`src/rtl/rtc_pkg.sv`:
```
// rtc_pkg: shared FSM state type, BCD limits and BCD helper functions for the RTC core.
package rtc_pkg;

    typedef enum logic {RUN, APPLY} state_t;

    localparam logic [7:0] BCD_59 = 8'h59;
    localparam logic [7:0] BCD_23 = 8'h23;

    function automatic logic [7:0] bcd_inc(input logic [7:0] v, input logic [7:0] max);
        return v == max ? 8'h00 : v[3:0] == 4'd9 ? {v[7:4] + 4'd1, 4'd0} : v + 8'd1;
    endfunction

    function automatic logic bcd_valid(input logic [7:0] v, input logic [7:0] max);
        return v[7:4] <= 4'd9 && v[3:0] <= 4'd9 && v <= max;
    endfunction

    // 20 and 21 borrow across the tens digit, so they need a different BCD offset
    function automatic logic [7:0] to_12h(input logic [7:0] h);
        return h == 8'h00 ? 8'h12 :
               h <= 8'h12 ? h :
               (h == 8'h20 || h == 8'h21) ? h - 8'h18 : h - 8'h12;
    endfunction

endpackage

```
`src/rtl/rtc_timekeeper_if.sv`:
```
// rtc_timekeeper_if: control, set/alarm handshake and time-display bus of the RTC core.
interface rtc_timekeeper_if;

    logic       en;
    logic       mode_12h;
    logic       set_valid;
    logic       set_ready;
    logic [7:0] set_hh;
    logic [7:0] set_mm;
    logic [7:0] set_ss;
    logic       set_err;
    logic       alarm_en;
    logic [7:0] alarm_hh;
    logic [7:0] alarm_mm;
    logic       alarm_hit;
    logic [7:0] hh_bcd;
    logic [7:0] mm_bcd;
    logic [7:0] ss_bcd;
    logic       pm;
    logic       tick;
    logic       day_wrap;

    modport master (
        output en, mode_12h, set_valid, set_hh, set_mm, set_ss, alarm_en, alarm_hh, alarm_mm,
        input  set_ready, set_err, alarm_hit, hh_bcd, mm_bcd, ss_bcd, pm, tick, day_wrap
    );

    modport slave (
        input  en, mode_12h, set_valid, set_hh, set_mm, set_ss, alarm_en, alarm_hh, alarm_mm,
        output set_ready, set_err, alarm_hit, hh_bcd, mm_bcd, ss_bcd, pm, tick, day_wrap
    );

endinterface

```
`src/rtl/rtc_prescaler.sv`:
```
// rtc_prescaler: divides the input clock to the time-base; tc is the combinational terminal
// count, tick its registered pulse. clr restarts the count and swallows a coinciding tick.
module rtc_prescaler #(
    parameter int CLK_FREQ_HZ = 16_000_000,
    parameter int TICK_HZ     = 1
) (
    input  logic clk,
    input  logic rst_n,
    input  logic en,
    input  logic clr,
    output logic tc,
    output logic tick
);

    localparam int DIV     = CLK_FREQ_HZ / TICK_HZ;
    localparam int PRESC_W = DIV > 1 ? $clog2(DIV) : 1;

    logic [PRESC_W-1:0] cnt;

    assign tc = en && cnt == PRESC_W'(DIV - 1);

    always_ff @(posedge clk or negedge rst_n) begin
        if (!rst_n) begin
            cnt  <= '0;
            tick <= 1'b0;
        end else begin
            cnt  <= clr || tc ? '0 : en ? cnt + 1'b1 : cnt;
            tick <= tc && !clr;
        end
    end

endmodule

```
`src/rtl/rtc_timekeeper.sv`:
```
// rtc_timekeeper: BCD hh:mm:ss real-time clock with set handshake, 12/24 h display and alarm.
// Time is kept in 24 h BCD; the 12 h view is derived on the output side only.
module rtc_timekeeper
    import rtc_pkg::*;
#(
    parameter int CLK_FREQ_HZ = 16_000_000,
    parameter int TICK_HZ     = 1
) (
    input  logic clk_16mhz,
    input  logic rst_n,
    rtc_timekeeper_if.slave bus
);

    state_t     state;
    logic [7:0] hh, mm, ss, nhh, nmm, nss;
    logic       mode_q, accept, set_ok, tc, adv;

    assign accept = bus.set_valid && state == RUN;
    assign set_ok = bcd_valid(bus.set_hh, BCD_23) && bcd_valid(bus.set_mm, BCD_59) &&
                    bcd_valid(bus.set_ss, BCD_59);
    // an accepted set always beats a coinciding terminal count
    assign adv    = tc && !accept;
    assign nss    = bcd_inc(ss, BCD_59);
    assign nmm    = ss == BCD_59 ? bcd_inc(mm, BCD_59) : mm;
    assign nhh    = ss == BCD_59 && mm == BCD_59 ? bcd_inc(hh, BCD_23) : hh;

    rtc_prescaler #(.CLK_FREQ_HZ(CLK_FREQ_HZ), .TICK_HZ(TICK_HZ)) u_presc (
        .clk   (clk_16mhz),
        .rst_n (rst_n),
        .en    (bus.en),
        .clr   (accept),
        .tc    (tc),
        .tick  (bus.tick)
    );

    always_ff @(posedge clk_16mhz or negedge rst_n) begin
        if (!rst_n) begin
            state         <= RUN;
            hh            <= 8'h00;
            mm            <= 8'h00;
            ss            <= 8'h00;
            mode_q        <= 1'b0;
            bus.set_err   <= 1'b0;
            bus.day_wrap  <= 1'b0;
            bus.alarm_hit <= 1'b0;
        end else begin
            state         <= accept ? APPLY : RUN;
            mode_q        <= bus.mode_12h;
            bus.set_err   <= accept && !set_ok;
            bus.day_wrap  <= adv && {hh, mm, ss} == {BCD_23, BCD_59, BCD_59};
            bus.alarm_hit <= adv && bus.alarm_en && {nhh, nmm, nss} == {bus.alarm_hh, bus.alarm_mm, 8'h00};
            if (accept && set_ok) begin
                hh <= bus.set_hh;
                mm <= bus.set_mm;
                ss <= bus.set_ss;
            end else if (adv) begin
                hh <= nhh;
                mm <= nmm;
                ss <= nss;
            end
        end
    end

    assign bus.set_ready = state == RUN;
    assign bus.hh_bcd    = mode_q ? to_12h(hh) : hh;
    assign bus.mm_bcd    = mm;
    assign bus.ss_bcd    = ss;
    assign bus.pm        = hh >= 8'h12;

endmodule

```
`src/flat_wrapper.sv`:
```
// flat-port wrapper written by rule: the top's interface ports become plain ports
module rtc_timekeeper_flat import rtc_pkg::*;
#(
    parameter int CLK_FREQ_HZ = 16_000_000,
    parameter int TICK_HZ     = 1
)
  (clk_16mhz, rst_n, bus_en, bus_mode_12h, bus_set_valid, bus_set_hh, bus_set_mm, bus_set_ss, bus_alarm_en, bus_alarm_hh, bus_alarm_mm, bus_set_ready, bus_set_err, bus_alarm_hit, bus_hh_bcd, bus_mm_bcd, bus_ss_bcd, bus_pm, bus_tick, bus_day_wrap);
  rtc_timekeeper_if bus_i ();
  input  logic clk_16mhz;
  input  logic rst_n;
  input wire logic [$bits(bus_i.en)-1:0] bus_en;
  input wire logic [$bits(bus_i.mode_12h)-1:0] bus_mode_12h;
  input wire logic [$bits(bus_i.set_valid)-1:0] bus_set_valid;
  input wire logic [$bits(bus_i.set_hh)-1:0] bus_set_hh;
  input wire logic [$bits(bus_i.set_mm)-1:0] bus_set_mm;
  input wire logic [$bits(bus_i.set_ss)-1:0] bus_set_ss;
  input wire logic [$bits(bus_i.alarm_en)-1:0] bus_alarm_en;
  input wire logic [$bits(bus_i.alarm_hh)-1:0] bus_alarm_hh;
  input wire logic [$bits(bus_i.alarm_mm)-1:0] bus_alarm_mm;
  output wire logic [$bits(bus_i.set_ready)-1:0] bus_set_ready;
  output wire logic [$bits(bus_i.set_err)-1:0] bus_set_err;
  output wire logic [$bits(bus_i.alarm_hit)-1:0] bus_alarm_hit;
  output wire logic [$bits(bus_i.hh_bcd)-1:0] bus_hh_bcd;
  output wire logic [$bits(bus_i.mm_bcd)-1:0] bus_mm_bcd;
  output wire logic [$bits(bus_i.ss_bcd)-1:0] bus_ss_bcd;
  output wire logic [$bits(bus_i.pm)-1:0] bus_pm;
  output wire logic [$bits(bus_i.tick)-1:0] bus_tick;
  output wire logic [$bits(bus_i.day_wrap)-1:0] bus_day_wrap;
  assign bus_i.en = bus_en;
  assign bus_i.mode_12h = bus_mode_12h;
  assign bus_i.set_valid = bus_set_valid;
  assign bus_i.set_hh = bus_set_hh;
  assign bus_i.set_mm = bus_set_mm;
  assign bus_i.set_ss = bus_set_ss;
  assign bus_i.alarm_en = bus_alarm_en;
  assign bus_i.alarm_hh = bus_alarm_hh;
  assign bus_i.alarm_mm = bus_alarm_mm;
  assign bus_set_ready = bus_i.set_ready;
  assign bus_set_err = bus_i.set_err;
  assign bus_alarm_hit = bus_i.alarm_hit;
  assign bus_hh_bcd = bus_i.hh_bcd;
  assign bus_mm_bcd = bus_i.mm_bcd;
  assign bus_ss_bcd = bus_i.ss_bcd;
  assign bus_pm = bus_i.pm;
  assign bus_tick = bus_i.tick;
  assign bus_day_wrap = bus_i.day_wrap;
  rtc_timekeeper #(.CLK_FREQ_HZ(CLK_FREQ_HZ), .TICK_HZ(TICK_HZ)) u_core (.clk_16mhz(clk_16mhz), .rst_n(rst_n), .bus(bus_i));
endmodule
```
`config.mk`:
```
export PLATFORM = sky130hd
export DESIGN_NAME = rtc_timekeeper_flat
export DESIGN_NICKNAME = d
export VERILOG_FILES = /design/src/rtl/rtc_pkg.sv /design/src/rtl/rtc_timekeeper_if.sv /design/src/rtl/rtc_prescaler.sv /design/src/rtl/rtc_timekeeper.sv /design/src/flat_wrapper.sv
export SDC_FILE = /design/constraint.sdc
export NUM_CORES = 1
export LEC_CHECK = 0
export ABC_AREA = 0
export CORE_ASPECT_RATIO = 1.5
export CORE_MARGIN = 3
export CORE_UTILIZATION = 48
export DETAILED_ROUTE_END_ITERATION = 8
export GPL_TIMING_DRIVEN = 0
export PLACE_DENSITY = 0.77
export SYNTH_ARGS = -nofsm -noshare
export SYNTH_HDL_FRONTEND = slang
export SYNTH_SLANG_ARGS = --single-unit
```
`constraint.sdc`:
```
create_clock -name clk_16mhz -period 2.6 [get_ports clk_16mhz]
set_clock_uncertainty 0.15 [all_clocks]
set_input_delay 0.39 -clock clk_16mhz [delete_from_list [all_inputs] [get_ports clk_16mhz]]
set_output_delay 0.39 -clock clk_16mhz [all_outputs]
set_load 0.005 [all_outputs]
```
## Word level (Yosys, flattened, before mapping)

Cells that the tools add are included.
W data, S select, Z words.

- Register bits: 54
- Input bits: 46
- Output and inout port bits: 30
- Logic and storage cells: 87

- Add/subtract/negate cells: 9
- Magnitude comparators: 11
- Equal/unequal tests: 11
- Mux-type cells: 21
- Bitwise gates (word level): 1
- Reduce and logical (&&, ||, !) cells: 24

Operators by type and width:

| kind | number |
|---|---|
| $mux W8 | 18 |
| $mux W24 | 2 |
| $add A24 B1 Y24 const B | 1 |
| $add A8 B1 Y8 const B | 3 |
| $eq A24 B22 Y1 const B | 1 |
| $eq A24 B24 Y1 | 1 |
| $eq A24 B24 Y1 const B | 1 |
| $eq A8 B6 Y1 const B | 3 |
| $le A4 B4 Y1 const B | 6 |
| $logic_and A1 B1 Y1 | 17 |
| $eq A8 B7 Y1 const B | 2 |
| $le A8 B7 Y1 const B | 2 |
| $sub A8 B5 Y8 const B | 2 |
| $add A4 B1 Y4 const B | 3 |
| $eq A4 B4 Y1 const B | 3 |
| $ge A8 B5 Y1 const B | 1 |
| $le A8 B5 Y1 const B | 1 |
| $le A8 B6 Y1 const B | 1 |
| $logic_not A8 Y1 | 1 |
| $reduce_bool A2 Y1 | 2 |
| $logic_not A1 Y1 | 2 |
| $logic_or A1 B1 Y1 | 2 |
| $mux W1 | 1 |
| $not A1 Y1 | 1 |

## Logic depth before layout (Yosys ltp)

Gate-level depths: netlist (run 1).

- Word-level depth: 7
- Gate-level depth with buffers: 11
- Gate-level depth less buffers: 9

## Hierarchy

A second synthesis (run 1) with hierarchy kept.

- Cells, all modules: 474
- Area, all modules: 4,131.5 µm²

Modules (own cells, without submodules):

| module | times used | cells each | area each (µm²) | sequential area each (µm²) |
|---|---|---|---|---|
| rtc_timekeeper | 1 | 337 | 2,781.4 | 725.7 |
| rtc_prescaler | 1 | 137 | 1,350.0 | 625.6 |

## Least setup slack after synthesis (run 1)

OpenSTA, ideal clock, no wires.

- Path type: reg2out
- Start: reg u_core.hh[3]
- End: out bus_hh_bcd[7]
- Arrival: 2,040 ps
- Required time: 2,060 ps
- Slack: 20 ps
- Stages on the path, launching flop included: 11
- Buffers on the path: 1
- Path through: dfrtp_1 buf_2 inv_1 ha_1 and3b_1 o21ai_0 nand2_1 a211o_1 nor3_1 xnor2_1 nor2_1

- Word-level cells in the longest chain between the ends: 6
- Elaborated cells between the ends (all ways): 11
- Those cells by class: add/sub (2); order compare (1); eq/ne (2); mux (4); reduce/logical (2)

Ends and longest elaborated chain:

| what | RTL line | text |
|---|---|---|
| start, declared | rtc_timekeeper.sv:15 | `logic [7:0] hh, mm, ss, nhh, nmm, nss;` |
| start signal, assigned | rtc_timekeeper.sv:53 | `hh <= bus.set_hh;` |
| start signal, assigned | rtc_timekeeper.sv:57 | `hh <= nhh;` |
| parallel branches: the longest is 4 deep, another holds $sub A8 B5 Y8 | - |  |
| $mux W8 * | rtc_pkg.sv:19 | `return h == 8'h00 ? 8'h12 :` |
| $mux W8 * | rtc_timekeeper.sv:65 | `assign bus.hh_bcd = mode_q ? to_12h(hh) : hh;` |
| end, declared | flat_wrapper.sv:23 | `output wire logic [$bits(bus_i.hh_bcd)-1:0] bus_hh_bcd;` |

Mark *: on every way between the ends.

## Final worst setup path (run 1)

Same ends and word-level chain as after synthesis.

==> results of run 1 <==
## kinds of logic after synthesis
group,Yosys count,synth area share (%)
mux,7,1.82
simple gates,209,26.9
flops,54,32.7
fa+ha+maj,21,6.36
compound gates,116,18.5
buf+inv,42,4.81
xor+xnor,42,8.90
## layer usage
layer	up-vias	part of all wire [%]
met2	236	52
met1	2189	35
met4	0	6.3
met3	80	6.2
met5	-	0
li1	2045	-
## power breakdown
part,total (mW),switching (mW),internal (mW)
registers,0.919,0.0444,0.874
clock network,0.698,0.335,0.363
logic,0.538,0.263,0.275
total,2.15,0.643,1.51
## timing repair
item	in CTS	in global routing
hold buffers	1	0
pin swaps	22	18
endpoints found under the setup margin	36	51
setup buffers	39	14
hold endpoints to repair	26	0
resized for setup	109	29
## cell usage in the layout (no fill, tap or decap), drive strengths merged, types with 6 or more instances in the layout
| master | netlist | routed |
|---|---|---|
| and3b | 6 | 6 |
| nor3 | 13 | 13 |
| xor2 | 24 | 24 |
| nand2b | 6 | 6 |
| xnor2 | 18 | 18 |
| ha | 21 | 21 |
| buf | 17 | 77 |
| nand3 | 18 | 18 |
| nor2 | 49 | 49 |
| nand3b | 6 | 6 |
| and2 | 8 | 8 |
| nor4 | 10 | 10 |
| clkbuf | 7 | 12 |
| o21ai | 39 | 39 |
| inv | 18 | 17 |
| clkdlybuf4s50 | 0 | 65 |
| nand4 | 13 | 13 |
| and3 | 12 | 12 |
| a21oi | 25 | 25 |
| nand2 | 50 | 50 |
| a22oi | 10 | 10 |
| dfrtp | 54 | 54 |
| mux2i | 6 | 6 |
## worst paths after layout
| check | from | to | slack (ns) | cells past startpoint |
|---|---|---|---|---|
| min in group asynchronous | rst_n | u_core.u_presc.cnt[16] | 0.51 | 2 |
| max in group asynchronous | rst_n | u_core.bus.mm_bcd[1] | 1.19 | 3 |
| worst min-delay path | bus_en | u_core.u_presc.cnt[1] | 0.28 | 3 |
| worst max register to register | u_core.bus.ss_bcd[1] | u_core.bus.alarm_hit | -0.19 | 10 |
| worst min register to register | u_core.u_presc.cnt[23] | u_core.u_presc.cnt[23] | 0.40 | 2 |
| worst max-delay path | u_core.hh[3] | bus_hh_bcd[7] | -0.40 | 12 |
## per-stage QoR
step	instances	utilization [%]
after CTS	717	70.1
after global placement	670	61.0
after global routing	731	72.3
after detailed placement	671	61.1
final	731	72.3
after floorplan	491	-
## synth_stat cells, drive strengths merged, types with 6 or more instances
| cell | instances | area share, % |
|---|---|---|
| dfrtp | 54 | 33 |
| nand2 | 50 | 4.5 |
| nor2 | 49 | 4.5 |
| o21ai | 39 | 4.7 |
| a21oi | 25 | 3.0 |
| xor2 | 24 | 5.1 |
| ha | 21 | 6.4 |
| inv | 18 | 1.6 |
| nand3 | 18 | 2.2 |
| xnor2 | 18 | 3.8 |
| buf | 17 | 2.5 |
| nand4 | 13 | 2.3 |
| nor3 | 13 | 1.6 |
| and3 | 12 | 1.8 |
| a22oi | 10 | 1.8 |
| nor4 | 10 | 1.9 |
| and2 | 8 | 1.2 |
| clkbuf | 7 | 0.67 |
| and3b | 6 | 1.3 |
| mux2i | 6 | 1.5 |
| nand2b | 6 | 1.1 |
| nand3b | 6 | 1.2 |
## registers in the layout, indices dropped and copies added (netlist names)
signal                cells
u_core.bus.set_err        1
u_core.bus.alarm_hit      1
u_core.mode_q             1
u_core.state              1
u_core.u_presc.cnt       24
u_core.bus.mm_bcd         8
u_core.bus.day_wrap       1
u_core.u_presc.tick       1
u_core.bus.ss_bcd         8
u_core.hh                 8
## critical path, cell delays in order (launching register included)
cell	delay, ns
dfrtp_1	0.38
buf_6	0.14
clkinvlp_4	0.12
ha_4	0.18
and3b_1	0.18
o21ai_2	0.16
nand2_2	0.09
a211o_1	0.31
buf_6	0.13
nor3_4	0.11
xnor2_1	0.14
nor2_1	0.07
buf_2	0.13
## final cells by class
cell class	count	area, um2	share of cell area [%]
multi-input combinational	395	2880	48.6
sequential	54	1370	23.0
timing repair buffer	128	1140	19.1
buffer	23	190	3.20
tap	105	131	2.21
clock buffer	5	125	2.11
inverter	18	76.3	1.29
clock inverter	3	26.3	0.443
==> reports/metrics.cfg, run 1 <==
[floorplanning]
die_height_um = 120
core_area_um2 = 8210
pin_count = 76
dieWidth_um = 81.8
core.rowCount = 40
dieArea_um2 = 9780
initial_core_util_pct = 50.3

[synthesis]
seq_area_frac_synth_pct = 32.7
ys.flop_type = dfrtp_1
syn_avg_cell_area_um2 = 8.41
synth_warnings = 0
ys_types = 65
synth_edf_count = 0
async_flop_share_pct = 100
synth_area_um2 = 4130
synth_nets = 558
ys_ff_latch = 54
synthCells = 491

[sta]
hold_violations = 0
worstMarginPinSlew_ns = 0.700
setup_tns_ns = -1.98
finalCritPeriodShare_pct = 115
maxSlewViolCount = 0
finalCriticalPeriod_ns = 3.00
setup_ws_ns = -0.400
rsz0062_at_grt = yes
relSlewSlack_pct = 53.3
fmax_ghz = 0.333
finalSetupViolCount = 8
worst_hold_slack_ns = 0.284

[cts]
cts_buffers = 5
cts_sinks = 54
clk_pin_slew_worst_paths_ns = 0.07
cts_root_buffer = clkbuf_16
cts_tree = yes
clockBufferDepth = 2
htree_levels = 2
insertion_delay_ns = 0.31

[global_routing]
globalRouteMet3Util_pct = 4.80
antenna_found_initial = 0
use_met2_pct = 53.8
grt_pass1_vias = 4618
grt_busiest_layer = met2
gr-usage-met1_pct = 31.1
grt_pass1_wl_um = 22600
grt_max_degree = 29
grt_use_total_pct = 29.8
gr-total-overflow = 0

[power]
p_leak_nw = 2.53
total_power_mw = 2.15
pwr_density_cell_nw_per_um2 = 363
ir_worst_vdd_mv = 0.454

[routing]
drc = 0
drtIter0Drc = 329
viasPerCell = 6.22
wl_per_cell_um = 19.9
antenna_left = 0
wl_um = 14600
vias = 4550
firstDrtPassIters = 5

[critical_path]
worstPathRequired_ns = 2.06
arrival_ns = 2.46
worstPathMaxFanout = 4
cp-end-kind = output port
path_class = flip-flop to output port
startpoint_type = flip-flop

[finish]
layout-drive-gt1-share_pct = 26.0
insertedDiodeCount = 0
area_delta_synth_final_pct = 43.6
fin_area_um2 = 5930
num-fill-cells = 614
nets = 692

[placed_design]
gp_congestion = 0.985
hpwl_um = 10000
post-place-ws_ns = -0.772
place_area_um2 = 5020
port_buffers = 74

[run_status]
violations = negative setup slack
outcome = finished, violations left

[run]
drv_cap = 0

[hold_path]
hp-class = input port to flip-flop

No activity file was read; power rests on OpenSTA's default activity.
==> inputs of run 2 (changes only) <==
--- a/config.mk
+++ b/config.mk
@@ -6,6 +6,7 @@
 export NUM_CORES = 1
 export LEC_CHECK = 0
 export ABC_AREA = 0
+export CAP_MARGIN = 20
 export CORE_ASPECT_RATIO = 1.5
 export CORE_MARGIN = 3
 export CORE_UTILIZATION = 48
==> reports/metrics.cfg, run 2 (synthesis results as in run 1) <==
[run_status]
outcome = finished, violations left
violations = negative setup slack

[floorplanning]
initial_core_util_pct = 50.3
core_area_um2 = 8210
pin_count = 76
core.rowCount = 40
die_height_um = 120
dieWidth_um = 81.8
dieArea_um2 = 9780

[global_routing]
gr-total-overflow = 0
antenna_found_initial = 0
grt_pass1_wl_um = 22600
grt_pass1_vias = 4618
grt_use_total_pct = 29.8
grt_max_degree = 29

[placed_design]
port_buffers = 74
gp_congestion = 0.985
dp_cells = 671
hpwl_um = 10000

[cts]
cts_tree = yes
cts_sinks = 54
clk_pin_slew_worst_paths_ns = 0.07
htree_levels = 2
cts_buffers = 5
clockBufferDepth = 2
cts_root_buffer = clkbuf_16
insertion_delay_ns = 0.31

[finish]
fin_cells = 731
num-fill-cells = 614
utilization_pct = 72.3
multi_input_area_um2 = 2880
area_delta_synth_final_pct = 43.6
layout_commonest_cell = clkdlybuf4s50_1
largest_reg_flops = 24
mostFrequentLayoutCells = clkdlybuf4s50_1 (65), buf_4 (50), nand2_1 (48), nor2_1 (45), dfrtp_1 (43)
top_register = u_core.u_presc.cnt
nets = 692
layout-drive-gt1-share_pct = 26.0
insertedDiodeCount = 0
seqCellArea_um2 = 1370

[critical_path]
r2r_end = u_core.bus.alarm_hit
worstPathMaxFanout = 4
path_class = flip-flop to output port
crit_slowest_cell = dfrtp_1
cp-end-kind = output port
startpoint_type = flip-flop
arrival_ns = 2.46
r2r-start = u_core.bus.ss_bcd[1]
reg2reg_depth = 10
r2r_setup_slack_ns = -0.19
worstPathRequired_ns = 2.06
cp_cell_sequence = buf_6 > clkinvlp_4 > ha_4 > and3b_1 > o21ai_2 > nand2_2 > a211o_1 > buf_6 > nor3_4 > xnor2_1 > nor2_1 > buf_2
cpLargestDelayFamily = buffers and inverters
slowest_delay_ns = 0.38
cpMostUsedCell = buf_6
crit_buf_inv = 4

[routing]
vias = 4550
firstDrtPassIters = 5
viasPerCell = 6.22
wl_um = 14600
drc = 0
antenna_left = 0
drtIter0Drc = 329
wl_per_cell_um = 19.9

[hold_path]
hp-class = input port to flip-flop
min_path_cells = 3
hp-start = bus_en
hold_path_end = u_core.u_presc.cnt[1]

[sta]
relSlewSlack_pct = 53.3
worstMarginPinSlew_ns = 0.700
rsz0062_at_grt = yes
fmax_ghz = 0.333
finalCriticalPeriod_ns = 3.00
finalSetupViolCount = 8
worst_hold_slack_ns = 0.284
maxSlewViolCount = 0
hold_violations = 0
setup_tns_ns = -1.98
setup_ws_ns = -0.400
finalCritPeriodShare_pct = 115

[power]
ir_worst_vdd_mv = 0.454
pwr_density_cell_nw_per_um2 = 363
p_leak_nw = 2.53
total_power_mw = 2.15

[run]
drv_cap = 0

==> run 2: cell counts in the layout (fill, tap and decap cells not counted) <==
Identical to the previous run, type by type.
==> run 2: power breakdown <==
part           switching [mW]  internal (mW)  total [mW]
logic                   0.263          0.275       0.538
clock network           0.335          0.363       0.698
registers              0.0444          0.874       0.919
==> run 2: cell type report <==
cell class,instances,share of cell area [%]
sequential,54,23.0
multi-input combinational,395,48.6
clock inverter,3,0.443
timing repair buffer,128,19.1
buffer,23,3.20
clock buffer,5,2.11
tap,105,2.21
inverter,18,1.29
==> run 2: per-layer routing <==
layer  wire [um]  global-route usage, %  vias to the layer above
met5           0                      0                        -
li1            -                      -                     2045
met4         915                   17.7                        0
met2        7640                   53.8                      236
met3         903                   4.80                       80
met1        5130                   31.1                     2189
==> run 2: stage by stage <==
| step | setup WS [ns] | area, um2 |
|---|---|---|
| floorplan | 0.0196 | 4130 |
| global placement | -0.771 | 5000 |
| detailed placement | -0.772 | 5020 |
| CTS | -0.289 | 5750 |
| global route | -0.614 | 5930 |
| finish | -0.400 | 5930 |
==> run 2: worst max path at each step <==
| stage | startpoint | end | cells past startpoint |
|---|---|---|---|
| 4_1_cts | u_core.hh[3] | bus_hh_bcd[7] | 12 |
| 2_1_floorplan | u_core.hh[3] | bus_hh_bcd[7] | 10 |
| 3_5_place_dp | u_core.bus.ss_bcd[1] | u_core.bus.alarm_hit | 9 |
| 5_1_grt | u_core.hh[3] | bus_hh_bcd[7] | 12 |
| 6_report | u_core.hh[3] | bus_hh_bcd[7] | 12 |
| 3_3_place_gp | rst_n | u_core.hh[1] | 1 |
==> run 2: tightest hold or removal path: stages <==
cell and delay (ns):
buf_2 0.15, mux2i_1 0.08, nor2_1 0.08
==> run 2: repair_timing <==
| item | 4_1_cts | 5_1_grt |
|---|---|---|
| hold endpoints to repair | 26 | 0 |
| resized for setup | 109 | 29 |
| endpoints found under the setup margin | 36 | 51 |
| buffers inserted | 39 | 14 |
| gates cloned | 0 | 0 |
| pin swaps | 22 | 18 |
| hold buffers | 1 | 0 |
==> inputs of run 3 (changes only) <==
--- a/config.mk
+++ b/config.mk
@@ -9,7 +9,7 @@
 export CAP_MARGIN = 20
 export CORE_ASPECT_RATIO = 1.5
 export CORE_MARGIN = 3
-export CORE_UTILIZATION = 48
+export CORE_UTILIZATION = 50
 export DETAILED_ROUTE_END_ITERATION = 8
 export GPL_TIMING_DRIVEN = 0
 export PLACE_DENSITY = 0.77
==> constraint.sdc (replaced) <==
create_clock -name clk_16mhz -period 2.89 [get_ports clk_16mhz]
set_clock_uncertainty 0.15 [all_clocks]
set_input_delay 0.4335 -clock clk_16mhz [delete_from_list [all_inputs] [get_ports clk_16mhz]]
set_output_delay 0.4335 -clock clk_16mhz [all_outputs]
set_load 0.005 [all_outputs]
==> reports/metrics.cfg, run 3 (synthesis results as in run 1) <==
[critical_path]
path_class = flip-flop to output port
arrival_ns = 2.34
cpLargestDelayFamily = buffers and inverters
crit_buf_inv = 4
startpoint = u_core.hh[2]
worstPathRequired_ns = 2.31
worstPathMaxFanout = 5
cp-end-kind = output port
crit_slowest_cell = dfrtp_1
r2r-start = u_core.bus.ss_bcd[0]
startpoint_type = flip-flop
slowest_delay_ns = 0.38
cp_cell_sequence = buf_8 > clkinvlp_4 > ha_1 > and3b_2 > o21ai_2 > nand2_2 > a211o_1 > buf_4 > xnor2_2 > nor2_1 > buf_2

[floorplanning]
pin_count = 76
initial_core_util_pct = 51.6
core.rowCount = 40
die_height_um = 117
core_area_um2 = 8010
dieArea_um2 = 9410
dieWidth_um = 80.2

[run_status]
outcome = finished, violations left
violations = negative setup slack

[finish]
mostFrequentLayoutCells = clkdlybuf4s50_1 (65), nor2_1 (49), nand2_1 (48), dfrtp_1 (47), o21ai_0 (35)
multi_input_area_um2 = 2730
layout-drive-gt1-share_pct = 17.7
seqCellArea_um2 = 1360
largest_reg_flops = 24
num-fill-cells = 659
layout_commonest_cell = clkdlybuf4s50_1
area_delta_synth_final_pct = 34.4
nets = 666
insertedDiodeCount = 0
fin_area_um2 = 5550
top_register = u_core.u_presc.cnt

[cts]
htree_levels = 2
clk_pin_slew_worst_paths_ns = 0.07
clockBufferDepth = 2
insertion_delay_ns = 0.30
cts_tree = yes
cts_buffers = 5
cts_sinks = 54
cts_root_buffer = clkbuf_16

[global_routing]
grt_pass1_vias = 4299
grt_max_degree = 29
grt_use_total_pct = 28.7
grt_pass1_wl_um = 21300
antenna_found_initial = 0
gr-total-overflow = 0

[routing]
wl_um = 13900
antenna_left = 0
firstDrtPassIters = 5
vias = 4297
drtIter0Drc = 249
wl_per_cell_um = 19.7
viasPerCell = 6.10
drc = 0

[run]
drv_cap = 0

[sta]
fmax_ghz = 0.342
worstMarginPinSlew_ns = 0.667
finalCriticalPeriod_ns = 2.93
maxSlewViolCount = 0
relSlewSlack_pct = 55.5
setup_tns_ns = -0.0371
setup_ws_ns = -0.0371
finalCritPeriodShare_pct = 101
hold_violations = 0
rsz0062_at_grt = yes
finalSetupViolCount = 1

[placed_design]
hpwl_um = 9970
gp_congestion = 0.952
post-place-ws_ns = -0.611
port_buffers = 74
place_area_um2 = 5020

[power]
total_power_mw = 1.95
ir_worst_vdd_mv = 0.425
pwr_density_cell_nw_per_um2 = 351
p_leak_nw = 2.40

[hold_path]
hp-class = input port to asynchronous set/reset pin

run 3: cell count changes in the layout (fill, tap and decap cells not counted), sizes merged:
| cell | change |
|---|---|
| buf | -26 |
| bufinv | +1 |
| clkdlybuf4s15 | -1 |
| clkinv | -1 |
| clkinvlp | +1 |
| dlygate4sd2 | +1 |
| dlygate4sd3 | -1 |
| dlymetal6s2s | +1 |
| inv | -1 |
run 3: cell type report:
| type | count | area share [%] |
|---|---|---|
| clock inverters | 3 | 0.721 |
| flip-flops and latches | 54 | 24.5 |
| repair buffers | 102 | 17.0 |
| well taps | 105 | 2.37 |
| inverters | 18 | 1.35 |
| multi-input cells | 395 | 49.2 |
| plain buffers | 23 | 2.64 |
| clock buffers | 5 | 2.25 |
run 3: timing repair:
item                                    in CTS  in global routing
endpoints found under the setup margin      17                 24
resized for setup                           37                 38
pin swaps                                    8                 14
hold buffers                                 0                  0
buffers inserted                            10                 17
run 3: worst paths after layout:
| path | end | slack [ns] | cells after the start |
|---|---|---|---|
| setup / recovery | bus_hh_bcd[5] | -0.04 | 11 |
| hold / removal | u_core.bus.day_wrap | 0.006 | 1 |
| setup reg to reg | u_core.bus.alarm_hit | 0.12 | 8 |
| hold reg to reg | u_core.u_presc.cnt[5] | 0.41 | 2 |
| max in group asynchronous | u_core.bus.ss_bcd[4] | 1.98 | 2 |
| min in group clk_16mhz | u_core.u_presc.cnt[0] | 0.34 | 3 |
run 3: per-layer routing:
metal	track usage (%)	up-vias	share of wire [%]
li1	-	1987	-
met1	31.5	2066	37
met2	52.7	203	54
met3	3.99	41	5.6
met4	13.1	0	4.1
met5	0	-	0
run 3: stage by stage:
| stage | utilization [%] | cells | hold WS (ns) |
|---|---|---|---|
| after floorplan | - | 491 | -0.0121 |
| after global placement | 62.5 | 670 | 0.380 |
| after detailed placement | 62.7 | 671 | 0.342 |
| after CTS | 66.6 | 688 | 0.0257 |
| after global routing | 69.3 | 705 | 0.0451 |
| final | 69.3 | 705 | 0.00637 |
run 3: power by group:
part	internal (mW)	leakage, nW	switching (mW)	total [mW]
combinational	0.215	1.62	0.209	0.424
clock	0.407	0.0836	0.288	0.694
sequential	0.786	0.698	0.0466	0.833
